## config.mk

```make
export PLATFORM = sky130hd
export DESIGN_NAME = mtr_cmd_seq
export DESIGN_NICKNAME = d
export VERILOG_FILES = /design/src/rtl/mtr_pkg.sv /design/src/rtl/mtr_cmd_seq_spd_slew.sv /design/src/rtl/mtr_cmd_seq.sv
export SDC_FILE = /design/constraint.sdc
export NUM_CORES = 1
export LEC_CHECK = 0
export BUFFER_PORTS_ARGS = -buffer_cell sky130_fd_sc_hd__buf_2
export CORE_AREA = 2 2 126 159
export CTS_CLUSTER_SIZE = 12
export DETAILED_ROUTE_END_ITERATION = 12
export DIE_AREA = 0 0 128 161
export PLACE_DENSITY = 0.6
export SETUP_SLACK_MARGIN = 0.2
export SYNTH_ARGS = -nofsm -noshare
export SYNTH_HDL_FRONTEND = slang
export SYNTH_HIERARCHICAL = 1
export SYNTH_SLANG_ARGS = --single-unit
```

## constraint.sdc

```tcl
create_clock -name clk -period 13 [get_ports clk]
set_input_delay 1.95 -clock clk [delete_from_list [all_inputs] [get_ports clk]]
set_output_delay 1.95 -clock clk [all_outputs]
set_load 0.01 [all_outputs]
```

## src/rtl/mtr_pkg.sv

```systemverilog
`default_nettype none
// ============================================================================
// Module      : mtr_pkg
// Description : Shared types, speed limits and helpers for the motor command
//               sequencer.
//               seq_state_t  - sequencer FSM state encoding
//               SPD_MAX/MIN  - legal signed speed range (symmetric, no -2048)
//               sgn_differs  - true when two speeds point in opposite
//                              directions
// Revision    : 1.0 - initial release
// ============================================================================
package mtr_pkg;

    typedef enum logic [1:0] {
        ST_IDLE  = 2'd0,
        ST_RAMP  = 2'd1,
        ST_DWELL = 2'd2,
        ST_FAULT = 2'd3
    } seq_state_t;

    localparam logic [11:0] SPD_MAX = 12'h7FF;
    localparam logic [11:0] SPD_MIN = 12'h801;

    // Zero has no direction, so a move to or from zero is never a reversal.
    function automatic logic sgn_differs(input logic [11:0] a, input logic [11:0] b);
        return (a != 12'h000) && (b != 12'h000) && (a[11] != b[11]);
    endfunction

endpackage
`default_nettype wire

```

## src/rtl/mtr_cmd_seq_spd_slew.sv

```systemverilog
`default_nettype none
// ============================================================================
// Module      : spd_slew
// Description : Combinational slew step for one motor side. Moves the
//               current speed toward the step target by at most STEP.
// Ports       : cur_i    - current signed speed
//               tgt_i    - signed step target (within SPD_MIN..SPD_MAX)
//               nxt_o    - speed after one slew step
//               at_tgt_o - nxt_o equals tgt_i
// Revision    : 1.0 - initial release
// ============================================================================
module spd_slew #(
    parameter logic [11:0] STEP = 12'h040
) (
    input  logic [11:0] cur_i,
    input  logic [11:0] tgt_i,
    output logic [11:0] nxt_o,
    output logic        at_tgt_o
);

    logic signed [12:0] w_diff;
    logic signed [12:0] w_step;

    // 13-bit difference cannot overflow for two 12-bit signed operands.
    assign w_diff = $signed({tgt_i[11], tgt_i}) - $signed({cur_i[11], cur_i});
    assign w_step = $signed({1'b0, STEP});

    // The add/subtract paths only run when the target lies strictly beyond
    // one full step, so the 12-bit result can neither wrap nor overshoot.
    always_comb begin
        if (w_diff > w_step) begin
            nxt_o = cur_i + STEP;
        end else if (w_diff < -w_step) begin
            nxt_o = cur_i - STEP;
        end else begin
            nxt_o = tgt_i;
        end
    end

    assign at_tgt_o = (nxt_o == tgt_i);

endmodule
`default_nettype wire

```

## src/rtl/mtr_cmd_seq.sv

```systemverilog
`default_nettype none
// ============================================================================
// Module      : mtr_cmd_seq
// Description : Motor command sequencer. Accepts signed left/right speed
//               targets by valid/ready, slews the speeds driven to MtrDrv at a
//               fixed rate per tick, ramps through zero with a dwell on
//               direction reversal and zeroes both sides on a filtered
//               low-battery fault.
// Ports       : clk, rst_n            - clock, async active-low reset
//               cmd_vld_i / cmd_rdy_o - target handshake
//               lft_tgt_i, rght_tgt_i - signed targets
//               en_i                  - motion enable (low -> targets 0)
//               vbatt_i               - unsigned battery reading
//               clr_fault_i           - fault clear request
//               lft_spd_o, rght_spd_o - signed speeds to MtrDrv
//               busy_o, fault_o       - FSM not idle, latched battery fault
// Revision    : 1.0 - initial release
// ============================================================================
module mtr_cmd_seq
    import mtr_pkg::*;
#(
    parameter int          TICK_DIV  = 1024,
    parameter logic [11:0] STEP      = 12'h040,
    parameter int          REV_DWELL = 16,
    parameter logic [11:0] VBATT_MIN = 12'hC00
) (
    input  logic        clk,
    input  logic        rst_n,
    input  logic        cmd_vld_i,
    output logic        cmd_rdy_o,
    input  logic [11:0] lft_tgt_i,
    input  logic [11:0] rght_tgt_i,
    input  logic        en_i,
    input  logic [11:0] vbatt_i,
    input  logic        clr_fault_i,
    output logic [11:0] lft_spd_o,
    output logic [11:0] rght_spd_o,
    output logic        busy_o,
    output logic        fault_o
);

    localparam int TW    = (TICK_DIV  <= 2) ? 1 : $clog2(TICK_DIV);
    localparam int DW    = (REV_DWELL <= 2) ? 1 : $clog2(REV_DWELL);
    localparam int DLAST = (REV_DWELL > 0) ? REV_DWELL - 1 : 0;

    seq_state_t  state_q, state_d;
    logic [11:0] lft_q, lft_d, rght_q, rght_d;
    logic [11:0] lft_tgt_q, lft_tgt_d, rght_tgt_q, rght_tgt_d;
    logic        rev_l_q, rev_l_d, rev_r_q, rev_r_d;
    logic [TW-1:0] tick_q, tick_d;
    logic [DW-1:0] dwell_q, dwell_d;
    logic [1:0]  bat_q, bat_d;
    logic        fault_q, fault_d;

    logic        w_tick, w_low, w_accept, w_fault_trig;
    logic [11:0] w_eff_l, w_eff_r, w_stp_l, w_stp_r, w_nxt_l, w_nxt_r;
    logic        w_rev_l, w_rev_r, w_at_l, w_at_r;

    assign w_tick    = (tick_q == TW'(TICK_DIV - 1));
    assign w_low     = (vbatt_i < VBATT_MIN);
    assign cmd_rdy_o = (state_q == ST_IDLE) && !fault_q;
    assign w_accept  = cmd_vld_i && cmd_rdy_o;

    assign w_eff_l = en_i ? lft_tgt_q  : 12'h000;
    assign w_eff_r = en_i ? rght_tgt_q : 12'h000;

    // Once a side has been pulled to zero for a reversal it stays parked
    // there (latched flag) until the dwell completes, even if the other side
    // is still slewing.
    assign w_rev_l = sgn_differs(lft_q,  w_eff_l) || rev_l_q;
    assign w_rev_r = sgn_differs(rght_q, w_eff_r) || rev_r_q;
    assign w_stp_l = w_rev_l ? 12'h000 : w_eff_l;
    assign w_stp_r = w_rev_r ? 12'h000 : w_eff_r;

    // Fourth consecutive low sample; overrides every other transition.
    assign w_fault_trig = w_tick && w_low && (bat_q == 2'd3) && (state_q != ST_FAULT);

    spd_slew #(.STEP(STEP)) u_slew_l (
        .cur_i    (lft_q),
        .tgt_i    (w_stp_l),
        .nxt_o    (w_nxt_l),
        .at_tgt_o (w_at_l)
    );

    spd_slew #(.STEP(STEP)) u_slew_r (
        .cur_i    (rght_q),
        .tgt_i    (w_stp_r),
        .nxt_o    (w_nxt_r),
        .at_tgt_o (w_at_r)
    );

    always_comb begin
        state_d    = state_q;
        lft_d      = lft_q;
        rght_d     = rght_q;
        lft_tgt_d  = lft_tgt_q;
        rght_tgt_d = rght_tgt_q;
        rev_l_d    = rev_l_q;
        rev_r_d    = rev_r_q;
        dwell_d    = dwell_q;
        fault_d    = fault_q;
        tick_d     = w_tick ? '0 : tick_q + TW'(1);
        bat_d      = bat_q;

        if (w_tick) begin
            if (w_low) begin
                bat_d = (bat_q == 2'd3) ? 2'd3 : bat_q + 2'd1;
            end else begin
                bat_d = 2'd0;
            end
        end

        case (state_q)
            ST_IDLE: begin
                if (w_accept) begin
                    lft_tgt_d  = (lft_tgt_i  == 12'h800) ? SPD_MIN : lft_tgt_i;
                    rght_tgt_d = (rght_tgt_i == 12'h800) ? SPD_MIN : rght_tgt_i;
                    state_d    = ST_RAMP;
                end else if ((lft_q != w_eff_l) || (rght_q != w_eff_r)) begin
                    // Enable changed while idle: chase the new effective target.
                    state_d = ST_RAMP;
                end
            end
            ST_RAMP: begin
                if (w_tick) begin
                    lft_d   = w_nxt_l;
                    rght_d  = w_nxt_r;
                    rev_l_d = w_rev_l;
                    rev_r_d = w_rev_r;
                    if (w_at_l && w_at_r) begin
                        if (w_rev_l || w_rev_r) begin
                            state_d = ST_DWELL;
                            dwell_d = '0;
                        end else begin
                            state_d = ST_IDLE;
                        end
                    end
                end
            end
            ST_DWELL: begin
                if (w_tick) begin
                    if (dwell_q == DW'(DLAST)) begin
                        state_d = ST_RAMP;
                        rev_l_d = 1'b0;
                        rev_r_d = 1'b0;
                    end else begin
                        dwell_d = dwell_q + DW'(1);
                    end
                end
            end
            ST_FAULT: begin
                if (clr_fault_i && !w_low) begin
                    state_d = ST_IDLE;
                    fault_d = 1'b0;
                end
            end
            default: state_d = ST_IDLE;
        endcase

        if (w_fault_trig) begin
            state_d    = ST_FAULT;
            fault_d    = 1'b1;
            lft_d      = 12'h000;
            rght_d     = 12'h000;
            lft_tgt_d  = 12'h000;
            rght_tgt_d = 12'h000;
            rev_l_d    = 1'b0;
            rev_r_d    = 1'b0;
        end
    end

    always_ff @(posedge clk or negedge rst_n) begin
        if (!rst_n) begin
            state_q    <= ST_IDLE;
            lft_q      <= 12'h000;
            rght_q     <= 12'h000;
            lft_tgt_q  <= 12'h000;
            rght_tgt_q <= 12'h000;
            rev_l_q    <= 1'b0;
            rev_r_q    <= 1'b0;
            tick_q     <= '0;
            dwell_q    <= '0;
            bat_q      <= 2'd0;
            fault_q    <= 1'b0;
        end else begin
            state_q    <= state_d;
            lft_q      <= lft_d;
            rght_q     <= rght_d;
            lft_tgt_q  <= lft_tgt_d;
            rght_tgt_q <= rght_tgt_d;
            rev_l_q    <= rev_l_d;
            rev_r_q    <= rev_r_d;
            tick_q     <= tick_d;
            dwell_q    <= dwell_d;
            bat_q      <= bat_d;
            fault_q    <= fault_d;
        end
    end

    assign lft_spd_o  = lft_q;
    assign rght_spd_o = rght_q;
    assign busy_o     = (state_q != ST_IDLE);
    assign fault_o    = fault_q;

endmodule
`default_nettype wire

```

After elaboration in Yosys (flattened, before gate mapping)
Cells that the tools add are included.
Widths: inputs -> output; s select.

storage, ports and cells
  output and inout port bits = 27
  bits of input ports = 41
  bits in registers = 69
  word-level logic and storage cells = 140

operators by class
  order comparisons = 5
  eq/ne operators = 26
  muxes and demuxes = 52
  $add $sub $neg = 9
  reductions and logical operators = 37

operators by type and width
  operator               count
  $mux 12                22
  $reduce_bool 12->1     4
  $gt 13x8->1 const B    2
  $lt 13x7->1 const B    2
  $sub 12x12->13         2
  $add 12x7->12 const B  2
  $eq 12x12->1           2
  $eq 12x12->1 const B   2
  $ne 12x12->1           2
  $sub 12x7->12 const B  2
  $mux 2                 11
  $mux 4                 5
  $reduce_bool 2->1      8
  $ne 3x3->1 const B     5
  $lt 12x12->1 const B   1
  $ne 2x2->1 const B     6
  $reduce_and 6->1       2
  $logic_and 1x1->1      11
  $add 10x1->10 const B  1
  $eq 10x10->1 const B   1
  $mux 10                1
  $mux 1                 9
  $pmux 2 s4             1
  $pmux 4 s2             1
  other kinds (14)       24

Depth between registers and ports, before layout
  word-level depth = 16
  depth in mapped cells = 22
  gate-level depth less buffers = 22

Hierarchy
Netlist, hierarchy kept.

modules (own cells, without submodules)
  module                seq. area each (um^2)  area each (um^2)  times used  cells an instance
  mtr_cmd_seq           1726.7                 3712.3            1           414
  spd_slew at u_slew_l  0.0                    1621.6            1           226
  spd_slew at u_slew_r  0.0                    1265.0            1           188

Worst setup path after synthesis
Ideal clock, no wire load.

  path kind = input -> register
  start point = input port en_i
  end point = register dwell_q[2]
  stages = 19
  setup slack = 7.117 ns
  data required time = 12.874 ns
  path buffers = 1
  library setup time = 0.126 ns
  data arrival time = 5.757 ns
  cell sequence = o2111a_1 -> a21oi_1 -> clkbuf_1 -> and3_1 -> ha_1 -> nor2b_1 -> o31a_1 -> a311o_1 -> a21o_1 -> a222oi_1 -> a31oi_1 -> a21boi_1 -> or2_1 -> a221oi_2 -> nand2_1 -> nor2_1 -> o22ai_1 -> a31oi_1 -> o21ai_0

on the way
  cells in the longest elaborated chain, start to end = 14
  elaborated cells between the ends (all ways) = 31
  classes of those cells = add/sub (2); order compare (4); eq/ne (6); mux (8); reduce/logical (11)

RTL lines
  what                                   RTL line                    source
  start: declaration                     mtr_cmd_seq.sv:33           input logic en_i,
  $mux 12 (*)                            mtr_cmd_seq.sv:65           assign w_eff_r = en_i ? rght_tgt_q : 12'h000;
  $reduce_bool 12->1                     mtr_pkg.sv:26               return (a != 12'h000) && (b != 12'h000) && (a[11] != b[11]);
  $logic_and 1x1->1 (2 in a row)         mtr_pkg.sv:26
  $logic_or 1x1->1                       mtr_cmd_seq.sv:71           assign w_rev_r = sgn_differs(rght_q, w_eff_r) || rev_r_q;
  $mux 12 (*)                            mtr_cmd_seq.sv:73           assign w_stp_r = w_rev_r ? 12'h000 : w_eff_r;
  via w_stp_r[2]                         mtr_cmd_seq.sv:56           logic [11:0] w_eff_l, w_eff_r, w_stp_l, w_stp_r, w_nxt_l, w_nxt_r;
  $sub 12x12->13                         mtr_cmd_seq_spd_slew.sv:25  assign w_diff = $signed({tgt_i[11], tgt_i}) - $signed({cur_i[11], cur_i});
  $lt 13x7->1                            mtr_cmd_seq_spd_slew.sv:33  end else if (w_diff < -w_step) begin
  $mux 12                                mtr_cmd_seq_spd_slew.sv:33
  $mux 12                                mtr_cmd_seq_spd_slew.sv:31  if (w_diff > w_step) begin
  $eq 12x12->1 (*)                       mtr_cmd_seq_spd_slew.sv:40  assign at_tgt_o = (nxt_o == tgt_i);
  via w_at_r                             mtr_cmd_seq.sv:57           logic w_rev_l, w_rev_r, w_at_l, w_at_r;
  $logic_and 1x1->1 (*)                  mtr_cmd_seq.sv:130          if (w_at_l && w_at_r) begin
  $ne 2x2->1 (no source line) (*)        n/a
  $reduce_and 6->1 (no source line) (*)  n/a
  end signal: assignment                 mtr_cmd_seq.sv:194          dwell_q <= dwell_d;
  end: declaration                       mtr_cmd_seq.sv:51           logic [DW-1:0] dwell_q, dwell_d;

The timed path passes the listed nets; every way through them passes the cells marked *.
A chain may end at the register's enable or synchronous reset.

Worst setup path in the final report
Ends and elaborated chain as after synthesis.

==> metrics.csv <==
metric,value,unit
outcome,"finished, final reports clean",
holdCritPathClass,flop to flop,
layout-area-overhead-vs-synth,11.9,%
post-route-period-util,53.9,%
cts_buffer_depth,2,
drive_above_1_share,13.3,%
tightest_slew,1.16,ns
fp-row-count,57,
final_util,38.6,%
synth.avg_cell_area,7.97,um^2
placed_area,0.00705,mm^2
syn-cell-area,0.00660,mm^2
cts_setup_buffers,0,
cts_buffers,9,
hold_ws,0.484,ns
setup-violations-final,0,
routed_via_density,5.82,
synthCells,828,
num-fill-cells,2016,
synth_top_area_share,26.2,%
tns,0,ns
finClkSkew,0.0108,ns
synthArstFlopShare,100,%
vias,6450,
reg2reg_depth,23,
timing.fmax,0.143,GHz
path_cells,buf_2 > o2111a_1 > a21oi_1 > buf_4 > and3_1 > inv_1 > ha_1 > fa_1 > nor2b_1 > o31a_1 > a311o_1 > a21o_1 > a222oi_1 > a31oi_1 > a21boi_1 > or2_1 > a221oi_2 > nand2_1 > nor2_1 > o22ai_1 > a31oi_1 > o21ai_0,
grt_pass1_wl,31800,um
cts.sinks,69,
io_pins,68,
clkSlewWorstSetupHoldPaths,0.06,ns
reg2reg_from,rght_spd_o[6]$_DFFE_PN0P_,
avgRoutedWirePerCell,17.5,um
dieWidth,128,um
ys_ff_latch,69,
dieArea,0.0206,mm^2
relSlewSlack,22.7,%
htreeDepth,3,
synthTopCellsByArea,"dfrtp_1, ha_1, nand2_1",
drt_iter0_drc,423,
cts_tree,built,
track_usage,19.0,%
required,13.22,ns
maxCapViolCount,0,
path_class,primary input to flop,
place.port_buffers,57,
synth_edf_count,0,
clk_latency,0.34,ns
max_stage_delay,0.48,ns
post_cts_resize_count,0,
whs_path_depth,1,
clockRootBuffer,clkbuf_16,
finalCriticalPeriod,7.01,ns
core,0.0191,mm^2
p_leak,0.00330,uW
fin_nets,941,
arrival,7.22,ns
finalHoldViolations,0,
vdd_drop_max,0.0000703,V
dr.pass1.iters,7,
rsz0062_at_grt,no,
worst_setup_path_start_kind,primary input,
min_to,tick_q[4]$_DFF_PN0_,
synth_warnings,6,
start_util,34.5,%
grt_max_degree,70,
place_hpwl,14500,um
route.detailed.drc,0,
ant_nets,0,
synth.distinct_cells,95,
endpoint_kind,flop,
grt-ovfl-total,0,
place_congestion,0.870,
drt_wl_total,19400,um
yosys.area.top_type,dfrtp_1,
grt_pass1_vias,6154,
yosysSeqAreaShare,26.2,%
hp-start,tick_q[4]$_DFF_PN0_,
hold_buffers,0,
r2r_end,dwell_q[2]$_DFFE_PN0P_,
finalMaxSlewViolations,0,
antenna_found_initial,0,
antenna_cells,0,
die_h,161,um
synth-main-ff-cell,dfrtp_1,
postLayoutCellArea,0.00738,mm^2
cp_common_cell,a31oi_1,
p_per_area,149,mW/mm^2
synthesis.nets,901,
r2r_slack,7.04,ns
crit_fanout,41,
crit_slowest_cell,buf_2,
-- metrics by stage --
step	power [uW]	setup slack, ns	instances
floorplan	693	7.12	828
global placement	806	5.86	1093
detailed placement	812	5.86	1093
CTS	1100	6.18	1108
global route	1170	5.62	1108
finish	1100	5.99	1108
-- cells in the mapped netlist, types with 4 or more instances --
cell and n:
mux2i_1 5, a22o_1 24, a31oi_1 12, o211ai_1 11, nor4_1 17, nand2_1 100
o22ai_1 13, ha_1 30, a21oi_1 49, o31ai_1 7, and3_1 34, nor4b_1 5
buf_2 10, nor3_1 15, nand4_1 7, a221oi_1 5, o21a_1 8, and2_1 12
a22oi_1 5, or3_1 9, a211oi_1 11, nor2b_1 8, nand2b_1 5, dfrtp_1 69
clkbuf_1 16, inv_1 62, a21o_1 8, or2_2 6, nand3_1 32, o2111ai_1 5
xor2_1 20, o221ai_1 4, o21ai_0 41, xnor2_1 28, nor2_1 41
-- area by class of cell --
type | count | area [um^2] | share of cell area, %
clock inverters | 6 | 113 | 1.53
repair buffers | 62 | 323 | 4.37
inverters | 63 | 236 | 3.20
well taps | 236 | 295 | 4.00
clock buffers | 9 | 225 | 3.05
flip-flops and latches | 69 | 1730 | 23.4
multi-input cells | 663 | 4460 | 60.5
-- sequential cells by signal, indices dropped and copies added, names as in the netlist --
register,count
lft_tgt_q,12
rev_r_q,1
tick_q,10
fault_o,1
rev_l_q,1
lft_spd_o,12
dwell_q,4
rght_spd_o,12
rght_tgt_q,12
bat_q,2
state_q,2
-- worst max-delay path, delay by kind of cell --
family | cells | cell delay [ns]
simple gates | 5 | 0.96
fa+ha+maj | 2 | 0.39
buf+inv | 3 | 0.75
compound gates | 12 | 3.17
-- power by group --
part	leakage [uW]	internal, uW	switching, uW	total (uW)
combinational	0.00224	208	274	482
clock	0.000165	187	98.1	285
sequential	0.000891	255	77.9	333
total	0.00330	650	450	1100
-- cells in the final DEF (no fill, tap or decap), drive strengths merged, types with 14 or more instances in the layout --
cell	n
xor2	20
inv	63
and3	34
and2	14
nand3	32
buf	62
ha	30
xnor2	28
nand2	100
a21oi	52
nor3	17
nor2	42
nor4	18
dfrtp	69
a22o	24
o21ai	46
-- per-layer routing --
metal,up-vias,GRT usage [%],wire length [um]
li1,3165,-,-
met1,3054,23.5,8090
met2,181,33.5,9900
met3,50,1.92,730
met4,0,7.59,633
met5,-,0,0
-- cells by family after synthesis --
family | count (synthesis) | share of synthesized area, %
XOR/XNOR | 48 | 6.37
AO/OA/AOI/OAI | 256 | 28.3
multiplexers | 11 | 1.78
adder cells (fa/ha/maj) | 32 | 6.30
AND/OR/NAND/NOR | 316 | 25.0
buffers and inverters | 96 | 6.18
flip-flops | 69 | 26.2
-- worst max path at each step --
| stage | start | end | slack (ns) | cells after the start |
|---|---|---|---|---|
| 2_1_floorplan | en_i | dwell_q[2]$_DFFE_PN0P_ | 7.12 | 19 |
| 6_report | en_i | dwell_q[2]$_DFFE_PN0P_ | 5.99 | 22 |
| 4_1_cts | en_i | dwell_q[2]$_DFFE_PN0P_ | 6.18 | 22 |
| 5_1_grt | en_i | dwell_q[2]$_DFFE_PN0P_ | 5.62 | 22 |
| 3_5_place_dp | en_i | dwell_q[3]$_DFFE_PN0P_ | 5.86 | 22 |
| 3_3_place_gp | en_i | dwell_q[3]$_DFFE_PN0P_ | 5.86 | 20 |
(Power assumes the default switching activity.)
